$ cat src/rtl/fdct_pkg.sv
// Shared types and sizing for the 2-D forward DCT datapath.
// Rotation, butterfly and transpose stages all size themselves from here.
package fdct_pkg;

    localparam int DATA_W = 16;
    localparam int N      = 8;
    localparam int IDX_W  = $clog2(N);

    typedef logic signed [DATA_W-1:0] coef_t;
    typedef coef_t [N-1:0]            vec_t;

endpackage

$ cat src/rtl/transpose_bank.sv
// One N x N coefficient bank: whole-row write port, whole-column read mux.
// Storage is deliberately unreset; the owner tracks validity with a flag.
module transpose_bank #(
    parameter int DATA_W = fdct_pkg::DATA_W,
    parameter int N      = fdct_pkg::N
) (
    input  logic                   clk,
    input  logic                   we,
    input  logic [$clog2(N)-1:0]   wr_row,
    input  logic [N*DATA_W-1:0]    wr_data,
    input  logic [$clog2(N)-1:0]   rd_col,
    output logic [N*DATA_W-1:0]    rd_data
);

    logic [DATA_W-1:0] mem [N][N];

    // Capture a full row, element c lands in column c.
    always_ff @(posedge clk) begin
        if (we) begin
            for (int c = 0; c < N; c++) begin
                mem[wr_row][c] <= wr_data[c*DATA_W +: DATA_W];
            end
        end
    end

    // Gather column rd_col, element k taken from row k.
    always_comb begin
        rd_data = '0;
        for (int k = 0; k < N; k++) begin
            rd_data[k*DATA_W +: DATA_W] = mem[k][rd_col];
        end
    end

endmodule

$ cat src/rtl/transpose_buffer.sv
// Ping-pong row-in / column-out transpose between the two 1-D DCT passes.
// Writer fills one bank while the reader drains the other.
module transpose_buffer #(
    parameter int DATA_W = fdct_pkg::DATA_W,
    parameter int N      = fdct_pkg::N
) (
    input  logic                   clk,
    input  logic                   reset,
    input  logic                   in_valid,
    output logic                   in_ready,
    input  logic [N*DATA_W-1:0]    in_row,
    output logic                   out_valid,
    input  logic                   out_ready,
    output logic [N*DATA_W-1:0]    out_col,
    output logic [$clog2(N)-1:0]   out_col_idx,
    output logic                   out_last
);

    localparam int              IW   = $clog2(N);
    localparam logic [IW-1:0]   LAST = IW'(N - 1);

    logic [1:0]          full;
    logic                wr_bank;
    logic                rd_bank;
    logic [IW-1:0]       wr_row;
    logic [IW-1:0]       rd_col;

    logic                wr_fire;
    logic                rd_fire;
    logic                wr_done;
    logic                rd_done;
    logic [1:0]          set_full;
    logic [1:0]          clr_full;
    logic [N*DATA_W-1:0] col_data [2];

    // The writer only ever targets an empty bank and the reader only a
    // full one, so they can never collide on the same bank.
    assign in_ready  = ~full[wr_bank] & reset;
    assign out_valid = full[rd_bank];

    assign wr_fire = in_valid & in_ready;
    assign rd_fire = out_valid & out_ready;
    assign wr_done = wr_fire & (wr_row == LAST);
    assign rd_done = rd_fire & (rd_col == LAST);

    // Per-bank full-flag set/clear strobes from block completion.
    always_comb begin
        set_full          = '0;
        clr_full          = '0;
        set_full[wr_bank] = wr_done;
        clr_full[rd_bank] = rd_done;
    end

    // Pointer and flag state; a write and a read may finish together.
    always_ff @(posedge clk) begin
        if (!reset) begin
            full    <= '0;
            wr_bank <= 1'b0;
            wr_row  <= '0;
            rd_bank <= 1'b0;
            rd_col  <= '0;
        end else begin
            full <= (full & ~clr_full) | set_full;
            if (wr_fire) begin
                wr_row <= wr_row + 1'b1;
                if (wr_done) begin
                    wr_bank <= ~wr_bank;
                end
            end
            if (rd_fire) begin
                rd_col <= rd_col + 1'b1;
                if (rd_done) begin
                    rd_bank <= ~rd_bank;
                end
            end
        end
    end

    for (genvar b = 0; b < 2; b++) begin : g_bank
        transpose_bank #(
            .DATA_W (DATA_W),
            .N      (N)
        ) u_bank (
            .clk     (clk),
            .we      (wr_fire && (wr_bank == 1'(b))),
            .wr_row  (wr_row),
            .wr_data (in_row),
            .rd_col  (rd_col),
            .rd_data (col_data[b])
        );
    end

    assign out_col     = out_valid ? col_data[rd_bank] : '0;
    assign out_col_idx = rd_col;
    assign out_last    = out_valid & (rd_col == LAST);

endmodule
$ cat config.mk
export PLATFORM = sky130hd
export DESIGN_NAME = transpose_buffer
export DESIGN_NICKNAME = d
export VERILOG_FILES = /design/src/rtl/fdct_pkg.sv /design/src/rtl/transpose_bank.sv /design/src/rtl/transpose_buffer.sv
export SDC_FILE = /design/constraint.sdc
export NUM_CORES = 2
export LEC_CHECK = 0
export CAP_MARGIN = 0
export CORE_ASPECT_RATIO = 0.8
export CORE_MARGIN = 2
export CORE_UTILIZATION = 30
export CTS_CLUSTER_DIAMETER = 200
export DETAILED_ROUTE_END_ITERATION = 6
export PLACE_DENSITY_LB_ADDON = 0.08
export SLEW_MARGIN = 25
export SYNTH_ARGS = -nofsm -noshare
export SYNTH_HDL_FRONTEND = slang
export SYNTH_SLANG_ARGS = --single-unit
$ cat constraint.sdc
create_clock -name clk -period 27.8 [get_ports clk]
set_input_delay 5.56 -clock clk [delete_from_list [all_inputs] [get_ports clk]]
set_output_delay 5.56 -clock clk [all_outputs]
set_load 0.05 [all_outputs]
---- Word-level counts from Yosys, hierarchy flattened ----
Memory sizes are Yosys's and may differ from the RTL's.
Index checks and enable logic that the tools add are counted.
operators by class
  add/subtract/negate cells ............... 2
  magnitude comparators ................... 6
  equality and inequality tests ........... 2
  mux-type cells .......................... 64
  bitwise gates (word level) .............. 16
  reduce and logical (&&, ||, !) cells .... 6
operator list
  cell                 count
  $bmux 16 s3          16
  $mux 128             4
  $mux 16              32
  $mux 1               10
  $add 3x1->3 const B  2
  $and 1x1->1          6
  $and 2x2->2          3
  $eq 3x3->1 const B   2
  $ge 4x4->1 const B   1
  $logic_and 1x1->1    4
  $lt 1x2->1 const B   2
  $not 3->4            1
  $reduce_and 2->1     2
  $not 1->1            3
  $demux 1 s1          2
  $ge 1x1->1 const B   2
  $ge 2x2->1 const B   1
  $not 1->2            1
  $not 2->2            1
  $or 2x2->2           1
word-level totals
  register bits ........................... 10
  memory bits (writable) .................. 2,048
  memories kept ........................... 2
memory list
  name                  words  bits a word  rd ports  clocked after Yosys merged registers in  write ports  line                  RTL
  g_bank[0].u_bank.mem  8      128          8         0                                        1            transpose_bank.sv:15  logic [DATA_W-1:0] mem [N][N];
  g_bank[1].u_bank.mem  8      128          8         0                                        1            transpose_bank.sv:15

---- Longest topological paths before layout ----
  word-level depth ........................ 8
  depth in mapped cells ................... 8

---- Hierarchy ----
From an unflattened synthesis, not the netlist that was laid out.
unflattened totals
  cell total of the unflattened synthesis .. 3,323
  area, all modules ....................... 80,433.4 µm²
by module, submodules not included
  module            instances  cells an instance  area an instance (µm²)  seq. area each (µm²)
  transpose_bank    2          1,492              39,001.2                30,749.5
  transpose_buffer  1          339                2,431.1                 200.2

---- Worst setup path after synthesis ----
No wires, ideal clock.
  path type ............................... in2reg
  start ................................... input reset
  end ..................................... memory g_bank[0].u_bank.mem[2][0] in the netlist's numbering, enable pin
  setup time .............................. 771 ps
  data arrival time ....................... 14,930 ps
  slack ................................... 12,099 ps
  stages on the path ...................... 3
  buffers on the path ..................... 0
  cell sequence ........................... and2_1 -> nand4_1 -> nor3_1
between the ends
  word-level cells in the longest chain between the ends .. 5
ends and longest elaborated chain
  element                       line                    RTL
  from (decl)                   transpose_buffer.sv:8   input logic reset,
  $and 1x1->1                   transpose_buffer.sv:38  assign in_ready = ~full[wr_bank] & reset;
  $and 1x1->1                   transpose_buffer.sv:41  assign wr_fire = in_valid & in_ready;
  $logic_and 1x1->1             transpose_buffer.sv:85  .we (wr_fire && (wr_bank == 1'(b))),
  $mux 1                        transpose_bank.sv:19    if (we) begin
  $mux 1 (not written as such)  transpose_bank.sv:21    mem[wr_row][c] <= wr_data[c*DATA_W +: DATA_W];
  to (decl)                     transpose_bank.sv:15
Every way passes these cells.

---- Final worst setup path ----
  start ................................... input reset
  end ..................................... output in_ready
between the ends
  word-level cells in the longest chain between the ends .. 1
ends and longest elaborated chain
  element      line                    RTL
  $and 1x1->1  transpose_buffer.sv:38
  to (decl)    transpose_buffer.sv:10  output logic in_ready,
Every way passes these cells.

==> qor.txt <==
Slew Limit Fails: 0
RSZ-0062 raised after global routing: false
min-delay src: full[0]$_SDFF_PN0_
most frequent CP cell: clkdlybuf4s50_1
Clock Sinks: 2058
Crit Path Category: primary input to primary output
Peak VDD IR: 0.0000448 V
CP startpoint: reset
DRC viols: 0
Crit Reg-Reg Startpoint: wr_bank$_SDFFE_PN0P_
Crit path largest cell delay: 820 ps
Core Box Area: 262000 um2
# Max-Cap Violations: 0
Cells after Synth: 3745
pin count of the biggest net entering global routing: 129
drt initial violations: 2846
yosys warns: 0
DIE HEIGHT: 463 um
Post-synth EDFFs: 2048
Fin. Hold Viols: 0
total wire length: 233000 um
router iterations before antenna repair: 5
Die X: 578 um
min Tclk post-route: 12880 ps
Clock Tree Root: clkbuf_16
Avg WL per Cell: 30.0 um
setup repair bufs after CTS: 0
gr ovfl total: 0
final worst path period share: 46.3%
nets: 4232
vias in the first global route: 39700
first-pass GRT wire length: 326000 um
CTS tree: built
DIE AREA: 267000 um2
crit-path cells: clkdlybuf4s50_1 > and2_1 > clkdlybuf4s50_1
Fin Setup TNS: 0 ps
sequential fraction of the synthesis area: 78.1%
WP data required: 22240 ps
max_slew headroom: 26.0%
Tot Pwr: 6.26 mW
IO Pins: 266
cell taking the most area after synthesis: edfxtp_1
async set or reset register ratio after synthesis: 0%
largest buffer count on any clock path: 4
fillers: 24500
dpl hpwl: 130000 um
CTS buffer count: 222
later-pin clock latency in the skew report: 870 ps
Initial Utilization: 30.2%
Top delay family on crit path: buffers and inverters
CP arrival: 7320 ps
H-tree depth: 4
Via density: 4.94
CTS Hold Buffers Added: 0
vias: 38300
startpoint types: primary input
GP Congestion: 0.692
share of cells above drive strength 1: 17.9%
Synth top cells by count: 2048 x edfxtp_1, 385 x mux4_2, 385 x nand2_1
std cell rows: 168
CP max FO: 13
Mapped Nets: 3881
Synth-to-Final Area Change: 16.7%
top cell type's share of synthesized area: 77.9%
leakage: 26.6 nW
Final Skew: 31.7 ps
syn_area_per_cell: 21.1 um2
Synth cell types: 30
PwrDens: 68.0 nW/um2
HP Class: flip-flop to flip-flop
Worst-Margin Slew: 1110 ps
Clk pin slew, worst setup/hold paths: 60 ps
Final Setup Violations: 0
antenna viol nets, final: 0
post-CTS sizing: 0
#FFs+latches synth: 2058
PortBufs: 265
dominant cells by area after synthesis: edfxtp_1 78%, mux4_2 11%, mux2i_1 3.3%
Main synth FF type: edfxtp_1
status: complete, no violations
Worst setup EP type: primary output
CP Buf/Inv Count: 2
initial antenna violation count: 39
Global Route Usage Sum: 17.2%
Fmax: 77.6 MHz
most frequent cell after synthesis: edfxtp_1
synthesized cell area: 79000 um2
slowest CP cell: clkdlybuf4s50_1
[stage by stage]
stage	hold WS (ps)	setup WS, ps	cells	utilization, %	instance area, um2
finish	579	14920	7758	35.2	92200
global route	637	14870	7757	35.2	92200
CTS	594	14920	7748	35.1	92000
detailed placement	573	14930	7352	32.6	85500
global placement	588	14950	7352	32.7	85500
floorplan	488	12100	3745	-	79000
[where the power goes]
| group | internal (mW) | leakage, nW | switching (mW) |
|---|---|---|---|
| clock | 1.53 | 3.18 | 1.20 |
| sequential | 3.43 | 18.5 | 0.00352 |
| combinational | 0.0214 | 4.93 | 0.0765 |
| total | 4.98 | 26.6 | 1.28 |
[worst paths after layout]
kind	endpoint	slack, ps	cells past startpoint
min	full[0]$_SDFF_PN0_	580	2
max reg2reg	g_bank[1].u_bank.mem[7][66]$_DFFE_PP_	23350	7
min reg2reg	full[0]$_SDFF_PN0_	580	2
max	in_ready	14920	3
[layout by cell type (no fill, tap or decap), types with 3 or more instances in the layout]
| cell | instances |
|---|---|
| nor2_4 | 12 |
| mux4_2 | 385 |
| clkinvlp_4 | 4 |
| and2_1 | 5 |
| buf_16 | 4 |
| clkinv_1 | 63 |
| nor3_2 | 4 |
| buf_12 | 13 |
| diode_2 | 5 |
| bufinv_16 | 6 |
| dfxtp_1 | 7 |
| dfxtp_4 | 3 |
| a32oi_1 | 127 |
| nand2_1 | 385 |
| nand2b_1 | 3 |
| inv_6 | 3 |
| buf_4 | 59 |
| ha_1 | 4 |
| mux2i_1 | 261 |
| nand4_1 | 130 |
| nor2b_1 | 5 |
| o211ai_1 | 127 |
| clkbuf_1 | 58 |
| clkbuf_16 | 225 |
| edfxtp_1 | 2048 |
| clkdlybuf4s50_1 | 263 |
| xnor2_1 | 3 |
| clkinv_2 | 37 |
[final cells by class]
type / count / area (um2) / area share [%]
tap: 3485 / 4360 / 4.73
multi-input combinational: 1470 / 16100 / 17.5
inverter: 1 / 3.75 / 0.00407
sequential: 2058 / 61700 / 67.0
clock buffer: 283 / 5850 / 6.35
timing repair buffer: 343 / 3480 / 3.77
antenna: 5 / 12.5 / 0.0136
clock inverter: 113 / 658 / 0.714
[state kept, by name (all words and copies together), names as in the netlist]
register           flops
wr_bank                1
full                   2
g_bank.u_bank.mem   2048
out_col_idx            3
rd_bank                1
wr_row                 3
[worst reg2reg max path, cell delays in order (launching register included)]
cell and delay [ps]:
dfxtp_1 460, mux2i_1 310, and2_1 220, nand4_1 440, nor2_4 470, buf_4 570, buf_4 800, buf_4 740
[layer usage]
metal	share of wire, %	vias up	global-route usage (%)	wire length (um)
met1	43	20800	22.5	99900
met3	4.0	327	2.77	9420
met2	51	820	30.1	119000
li1	-	16400	-	-
met4	2.0	8	3.88	4690
met5	0.026	-	0	61
[kinds of logic after synthesis]
| family | count (synthesis) | synth area share, % |
|---|---|---|
| buffers and inverters | 217 | 1.69 |
| xor gates and xnor gates | 3 | 0.0333 |
| DFF | 2058 | 78.1 |
| and+or+nand+nor | 556 | 3.15 |
| adders and majority gates | 4 | 0.0634 |
| AOI/OAI and AO/OA | 261 | 2.67 |
| muxes | 646 | 14.3 |
(Power assumes the default switching activity.)
